[src/rtl/pe_array_feeder_if.sv]
// Handshake and PE-row drive bundle between the tile controller and the PE array feeder.
// Both input streams are valid/ready: a beat transfers on a rising edge where valid and ready are both high.
interface pe_array_feeder_if #(
    parameter int data_width         = 24,
    parameter int w_tile_column_size = 6,
    parameter int w_tile_row_size    = 6
);
    logic                                         start;
    logic                                         w_valid;
    logic                                         w_ready;
    logic [data_width*w_tile_column_size-1:0]     w_data;
    logic                                         a_valid;
    logic                                         a_ready;
    logic                                         a_last;
    logic [data_width*w_tile_row_size-1:0]        a_data;
    logic                                         w_en;
    logic                                         w_compute;
    logic [data_width*w_tile_column_size-1:0]     weight_out;
    logic [data_width*w_tile_row_size-1:0]        active_out;
    logic                                         busy;
    logic                                         done;
    logic [1:0]                                   fsm_state;

    modport master (
        output start, w_valid, w_data, a_valid, a_last, a_data,
        input  w_ready, a_ready, w_en, w_compute, weight_out, active_out, busy, done, fsm_state
    );

    modport slave (
        input  start, w_valid, w_data, a_valid, a_last, a_data,
        output w_ready, a_ready, w_en, w_compute, weight_out, active_out, busy, done, fsm_state
    );
endinterface

[src/rtl/pe_array_feeder.sv]
// Systolic PE array front end: preloads a weight tile row by row, then streams
// activation vectors into the array's left edge with a per-row triangular skew.
module pe_array_feeder #(
    parameter int data_width         = 24,
    parameter int w_tile_column_size = 6,
    parameter int w_tile_row_size    = 6
) (
    input logic              clk,
    input logic              rst,
    pe_array_feeder_if.slave bus
);

    localparam int WCW = $clog2(w_tile_row_size + 1);
    localparam int DCW = $clog2(w_tile_row_size + w_tile_column_size);
    localparam logic [WCW-1:0] W_LAST = WCW'(w_tile_row_size - 1);
    localparam logic [WCW-1:0] W_TERM = WCW'(w_tile_row_size);
    localparam logic [DCW-1:0] D_LAST = DCW'(w_tile_row_size + w_tile_column_size - 2);

    typedef enum logic [1:0] {
        IDLE    = 2'd0,
        LOAD    = 2'd1,
        COMPUTE = 2'd2,
        DRAIN   = 2'd3
    } state_t;

    state_t                                   state;
    state_t                                   state_next;
    logic [WCW-1:0]                           wcnt;
    logic [DCW-1:0]                           dcnt;
    logic                                     w_fire;
    logic                                     a_fire;
    logic                                     w_en_q;
    logic                                     done_q;
    logic [data_width*w_tile_column_size-1:0] weight_q;

    // Ready and enables come straight from the state register, never from valid.
    assign bus.w_ready   = (state == LOAD);
    assign bus.a_ready   = (state == COMPUTE);
    assign bus.busy      = (state != IDLE);
    assign bus.w_compute = (state == COMPUTE) || (state == DRAIN);
    assign bus.fsm_state = state;
    assign bus.w_en       = w_en_q;
    assign bus.done       = done_q;
    assign bus.weight_out = weight_q;

    assign w_fire = bus.w_valid && (state == LOAD);
    assign a_fire = bus.a_valid && (state == COMPUTE);

    always_ff @(posedge clk or posedge rst) begin
        if (rst) begin
            state <= IDLE;
        end else begin
            state <= state_next;
        end
    end

    always_comb begin
        state_next = state;
        case (state)
            IDLE:    if (bus.start) state_next = LOAD;
            LOAD:    if (w_fire && (wcnt == W_LAST)) state_next = COMPUTE;
            COMPUTE: if (a_fire && bus.a_last) state_next = DRAIN;
            DRAIN:   if (dcnt == D_LAST) state_next = IDLE;
            default: state_next = IDLE;
        endcase
    end

    always_ff @(posedge clk or posedge rst) begin
        if (rst) begin
            wcnt   <= '0;
            dcnt   <= '0;
            done_q <= 1'b0;
        end else begin
            done_q <= (state == DRAIN) && (dcnt == D_LAST);
            if (state == IDLE) begin
                wcnt <= '0;
            end else if (w_fire && (wcnt != W_TERM)) begin
                wcnt <= wcnt + 1'b1;
            end
            // Held at zero through COMPUTE so DRAIN always starts counting from 0.
            if (state == COMPUTE) begin
                dcnt <= '0;
            end else if ((state == DRAIN) && (dcnt != D_LAST)) begin
                dcnt <= dcnt + 1'b1;
            end
        end
    end

    always_ff @(posedge clk or posedge rst) begin
        if (rst) begin
            w_en_q   <= 1'b0;
            weight_q <= '0;
        end else begin
            w_en_q <= w_fire;
            if (w_fire) begin
                weight_q <= bus.w_data;
            end
        end
    end

    // Row r gets a register chain of depth r+1; bubbles shift in as zeros.
    for (genvar r = 0; r < w_tile_row_size; r++) begin : g_row
        logic [data_width-1:0] taps [0:r];
        logic [data_width-1:0] feed;

        assign feed = a_fire ? bus.a_data[r*data_width +: data_width] : '0;

        always_ff @(posedge clk or posedge rst) begin
            if (rst) begin
                for (int i = 0; i <= r; i++) begin
                    taps[i] <= '0;
                end
            end else begin
                taps[0] <= feed;
                for (int i = 1; i <= r; i++) begin
                    taps[i] <= taps[i-1];
                end
            end
        end

        assign bus.active_out[r*data_width +: data_width] = taps[r];
    end

endmodule

[src/flat_wrapper.sv]
// flat-port wrapper written by rule: the top's interface ports become plain ports
module pe_array_feeder_flat 
#(
    parameter int data_width         = 24,
    parameter int w_tile_column_size = 6,
    parameter int w_tile_row_size    = 6
)
  (clk, rst, bus_start, bus_w_valid, bus_w_data, bus_a_valid, bus_a_last, bus_a_data, bus_w_ready, bus_a_ready, bus_w_en, bus_w_compute, bus_weight_out, bus_active_out, bus_busy, bus_done, bus_fsm_state);
  pe_array_feeder_if #(.data_width(data_width), .w_tile_column_size(w_tile_column_size), .w_tile_row_size(w_tile_row_size)) bus_i ();
  input logic clk;
  input logic rst;
  input wire logic [$bits(bus_i.start)-1:0] bus_start;
  input wire logic [$bits(bus_i.w_valid)-1:0] bus_w_valid;
  input wire logic [$bits(bus_i.w_data)-1:0] bus_w_data;
  input wire logic [$bits(bus_i.a_valid)-1:0] bus_a_valid;
  input wire logic [$bits(bus_i.a_last)-1:0] bus_a_last;
  input wire logic [$bits(bus_i.a_data)-1:0] bus_a_data;
  output wire logic [$bits(bus_i.w_ready)-1:0] bus_w_ready;
  output wire logic [$bits(bus_i.a_ready)-1:0] bus_a_ready;
  output wire logic [$bits(bus_i.w_en)-1:0] bus_w_en;
  output wire logic [$bits(bus_i.w_compute)-1:0] bus_w_compute;
  output wire logic [$bits(bus_i.weight_out)-1:0] bus_weight_out;
  output wire logic [$bits(bus_i.active_out)-1:0] bus_active_out;
  output wire logic [$bits(bus_i.busy)-1:0] bus_busy;
  output wire logic [$bits(bus_i.done)-1:0] bus_done;
  output wire logic [$bits(bus_i.fsm_state)-1:0] bus_fsm_state;
  assign bus_i.start = bus_start;
  assign bus_i.w_valid = bus_w_valid;
  assign bus_i.w_data = bus_w_data;
  assign bus_i.a_valid = bus_a_valid;
  assign bus_i.a_last = bus_a_last;
  assign bus_i.a_data = bus_a_data;
  assign bus_w_ready = bus_i.w_ready;
  assign bus_a_ready = bus_i.a_ready;
  assign bus_w_en = bus_i.w_en;
  assign bus_w_compute = bus_i.w_compute;
  assign bus_weight_out = bus_i.weight_out;
  assign bus_active_out = bus_i.active_out;
  assign bus_busy = bus_i.busy;
  assign bus_done = bus_i.done;
  assign bus_fsm_state = bus_i.fsm_state;
  pe_array_feeder #(.data_width(data_width), .w_tile_column_size(w_tile_column_size), .w_tile_row_size(w_tile_row_size)) u_core (.clk(clk), .rst(rst), .bus(bus_i));
endmodule
[config.mk]
export PLATFORM = sky130hd
export DESIGN_NAME = pe_array_feeder_flat
export DESIGN_NICKNAME = d
export VERILOG_FILES = /design/src/rtl/pe_array_feeder_if.sv /design/src/rtl/pe_array_feeder.sv /design/src/flat_wrapper.sv
export SDC_FILE = /design/constraint.sdc
export NUM_CORES = 1
export LEC_CHECK = 0
export BUFFER_PORTS_ARGS = -buffer_cell sky130_fd_sc_hd__buf_2
export CAP_MARGIN = 20
export CORE_UTILIZATION = 25
export CTS_CLUSTER_SIZE = 16
export DETAILED_ROUTE_END_ITERATION = 12
export GPL_ROUTABILITY_DRIVEN = 0
export PLACE_DENSITY = 0.44
export SLEW_MARGIN = 0
export SYNTH_ARGS = -nofsm -noshare
export SYNTH_HDL_FRONTEND = slang
export SYNTH_SLANG_ARGS = --single-unit
[constraint.sdc]
create_clock -name clk -period 45.5 [get_ports clk]
set_input_delay 6.825 -clock clk [delete_from_list [all_inputs] [get_ports clk]]
set_output_delay 6.825 -clock clk [all_outputs]
set_load 0.02 [all_outputs]
==> metrics <==
final routed wirelength across all metal layers=48,990 um; share of the clock period used by the worst path after layout=0.2046; FP Rows=106; Peak VDD IR=0.02953 mV; Post-CTS Setup Bufs=0; total via count after detailed routing=10,620; layout cells sized above 1=0.4916; final count of negative-setup-slack endpoints=0; proportion of synthesized chip area in sequential cells=0.7824; number of global-route vias before repair=11,440; Slew headroom=0.1978; layout filler cell count=8,256; synthesized netlist net count=1,469; global-route wire length before repair=73,130 um; number of DRC violations after detailed-routing iteration 0=496; TritonCTS clock tree=built; type of element capturing the critical path=register; average via count per standard cell=3.781; achievable clock frequency=107.4 MHz; biggest fanout along the worst timing path=58; number of cells in the design after placement=2,674; type of origin of the critical path=primary input; Overflow after GRT=0; Post-CTS Hold Fix Bufs=0; drt first pass iters=4; sink count of the clock tree=659; Chip Height=292.4 um; Sum Neg Setup Slack=0 ns; total of buffers placed on input and output ports=589; post-layout net count=1,974; leading area contributor after synthesis=dfrtp_1; final core utilization=0.3213; Post-Place Worst Slack=35.59 ns; Mapped Avg Cell Area=18.09 um2; Synthesis Warnings=0; final non-filler cell total=2,809; maximum number of pins on one net before global-route repair=176; I/O pin cnt=590; average wire length per cell after detail routing=17.44 um; Area growth syn-to-layout=27.37%; level count of the clock H-tree=3; Synth Cell Area=21,080 um2; clock latency of the later-clocked register in the worst-skew pair=0.61 ns; outcome=completed; fin crit period=9.310 ns; DRC violation count after routing=0; power density of the placed cells=68.10 nW/um2; starting utilization of the core area=0.2523; antenna-violating nets left=0; initial antenna violation count=9; min-delay worst type=reg -> reg; crit path setup slack, layout=36.19 ns; Post-Synthesis Cells=1,165; number of buffers created by CTS=73; commonest non-fill, non-tap cells in the layout=dfrtp_1 (659), buf_2 (588), and3_1 (144); number of hold violations in the final report=0; buffer cell driving the clock tree root=clkbuf_16; leakage power=14.59 nW; Reg clk slew, reported paths=0.06 ns; buffer depth of the longest clock path=3; CP Data Required Time=45.99 ns; number of slew-limit violations in the final report=0; Horiz. Die Dim=292.4 um; most common library cell in the layout ignoring fill and taps=dfrtp_1; number of max-capacitance violations reported=0; area of the core region=83,560 um2; global-route total usage across every layer=0.1130; placed wire-length estimate after detailed placement=33,180 um; count of cells resized by post-cts repair=0; Netlist cell types=28; transition time at the pin with the least slew margin=1.203 ns; Synth Register Bits=659; area share of the leading cell type in the synthesized netlist=0.7824; area of the die=85,480 um2; RSZ-0062 raised after global routing=false; startpoint-to-endpoint class of the critical path=in -> reg; clock skew=0.02990 ns; overall power consumption=1.828 mW; CP arrival=9.80 ns; cells taking the most area after synthesis=dfrtp_1 (78%), mux2_4 (9.3%), and3_1 (4.3%)
## cells by family after synthesis
logic type / count (synthesis) / synth area share
adders and majority gates: 10 / 0.005936
DFF: 659 / 0.7824
xor gates and xnor gates: 4 / 0.001662
muxes: 146 / 0.1011
buffers and inverters: 177 / 0.05900
AOI/OAI and AO/OA: 6 / 0.002197
and+or+nand+nor: 163 / 0.04773
## worst paths after layout
check	depth (start not counted)	slack (ns)	end	from
max	5	36.19	u_core.bus.weight_out[49]$_DFFE_PP0P_	bus_w_valid
min	0	0.32	u_core.g_row[3].taps[41]$_DFF_PP0_	u_core.g_row[3].taps[65]$_DFF_PP0_
max reg2reg	6	41.58	u_core.bus.weight_out[49]$_DFFE_PP0P_	u_core.bus.fsm_state[1]$_DFFE_PP0P_
min reg2reg	0	0.32	u_core.g_row[3].taps[41]$_DFF_PP0_	u_core.g_row[3].taps[65]$_DFF_PP0_
max in group asynchronous	4	36.95	u_core.bus.active_out[50]$_DFF_PP0_	rst
min in group asynchronous	2	6.37	u_core.g_row[3].taps[52]$_DFF_PP0_	rst
## sequential cells by signal, indices dropped and copies added (netlist names)
signal / cells
u_core.bus.fsm_state: 2
u_core.dcnt: 4
u_core.bus.weight_out: 144
u_core.bus.active_out: 120
u_core.g_row.taps: 384
u_core.bus.w_en: 1
u_core.bus.done: 1
u_core.wcnt: 3
## critical path, stage by stage
cell	delay, ns
buf_2	0.09
and2_4	0.62
buf_4	0.81
buf_4	0.93
mux2_4	0.35
## through the flow
stage,hold WS (ns),instance area (um2)
global route,0.3137,26840
global placement,0.3312,24280
floorplan,0.3312,21080
detailed placement,0.3347,24280
CTS,0.3101,26810
finish,0.3160,26850
## report_power, final
group	switching (mW)	internal (mW)	total (mW)
clock	0.243	0.367	0.610
sequential	0.0581	0.719	0.777
combinational	0.252	0.189	0.441
total	0.553	1.28	1.83
## area by class of cell
type	instances	area, um2	area share
flip-flops and latches	659	16490	0.6143
multi-input cells	329	3358	0.1251
repair buffers	599	3070	0.1144
clock buffers	102	2057	0.07662
well taps	1080	1351	0.05033
clock inverters	30	476.7	0.01776
inverters	8	37.54	0.001398
diodes	2	5.005	0.0001864
## cells in the mapped netlist
cell type  number
a21boi_2        1
mux2_4        130
mux2i_1         1
and3_1        144
ha_1           10
xor2_1          2
buf_6          15
or2_2           1
buf_4         120
inv_1           8
nand3b_4        1
nand4_1         1
a311oi_1        1
nor2_1          7
buf_8           1
a211oi_1        1
buf_2           4
dfrtp_1       659
nand2_1         4
clkbuf_1       29
mux2_1         15
o2111ai_1       1
nand3_1         2
xnor2_1         2
nor3_1          1
and2_1          1
and4b_1         1
a21oi_1         2
## routing by layer
layer / wire length (um) / global-route usage / up-vias
met5: 45 / 0 / -
met4: 1166 / 0.03920 / 8
met3: 3387 / 0.03817 / 82
met2: 24200 / 0.1848 / 313
met1: 20200 / 0.1388 / 5484
li1: - / - / 4733
Power figures use the tool's default switching activity.
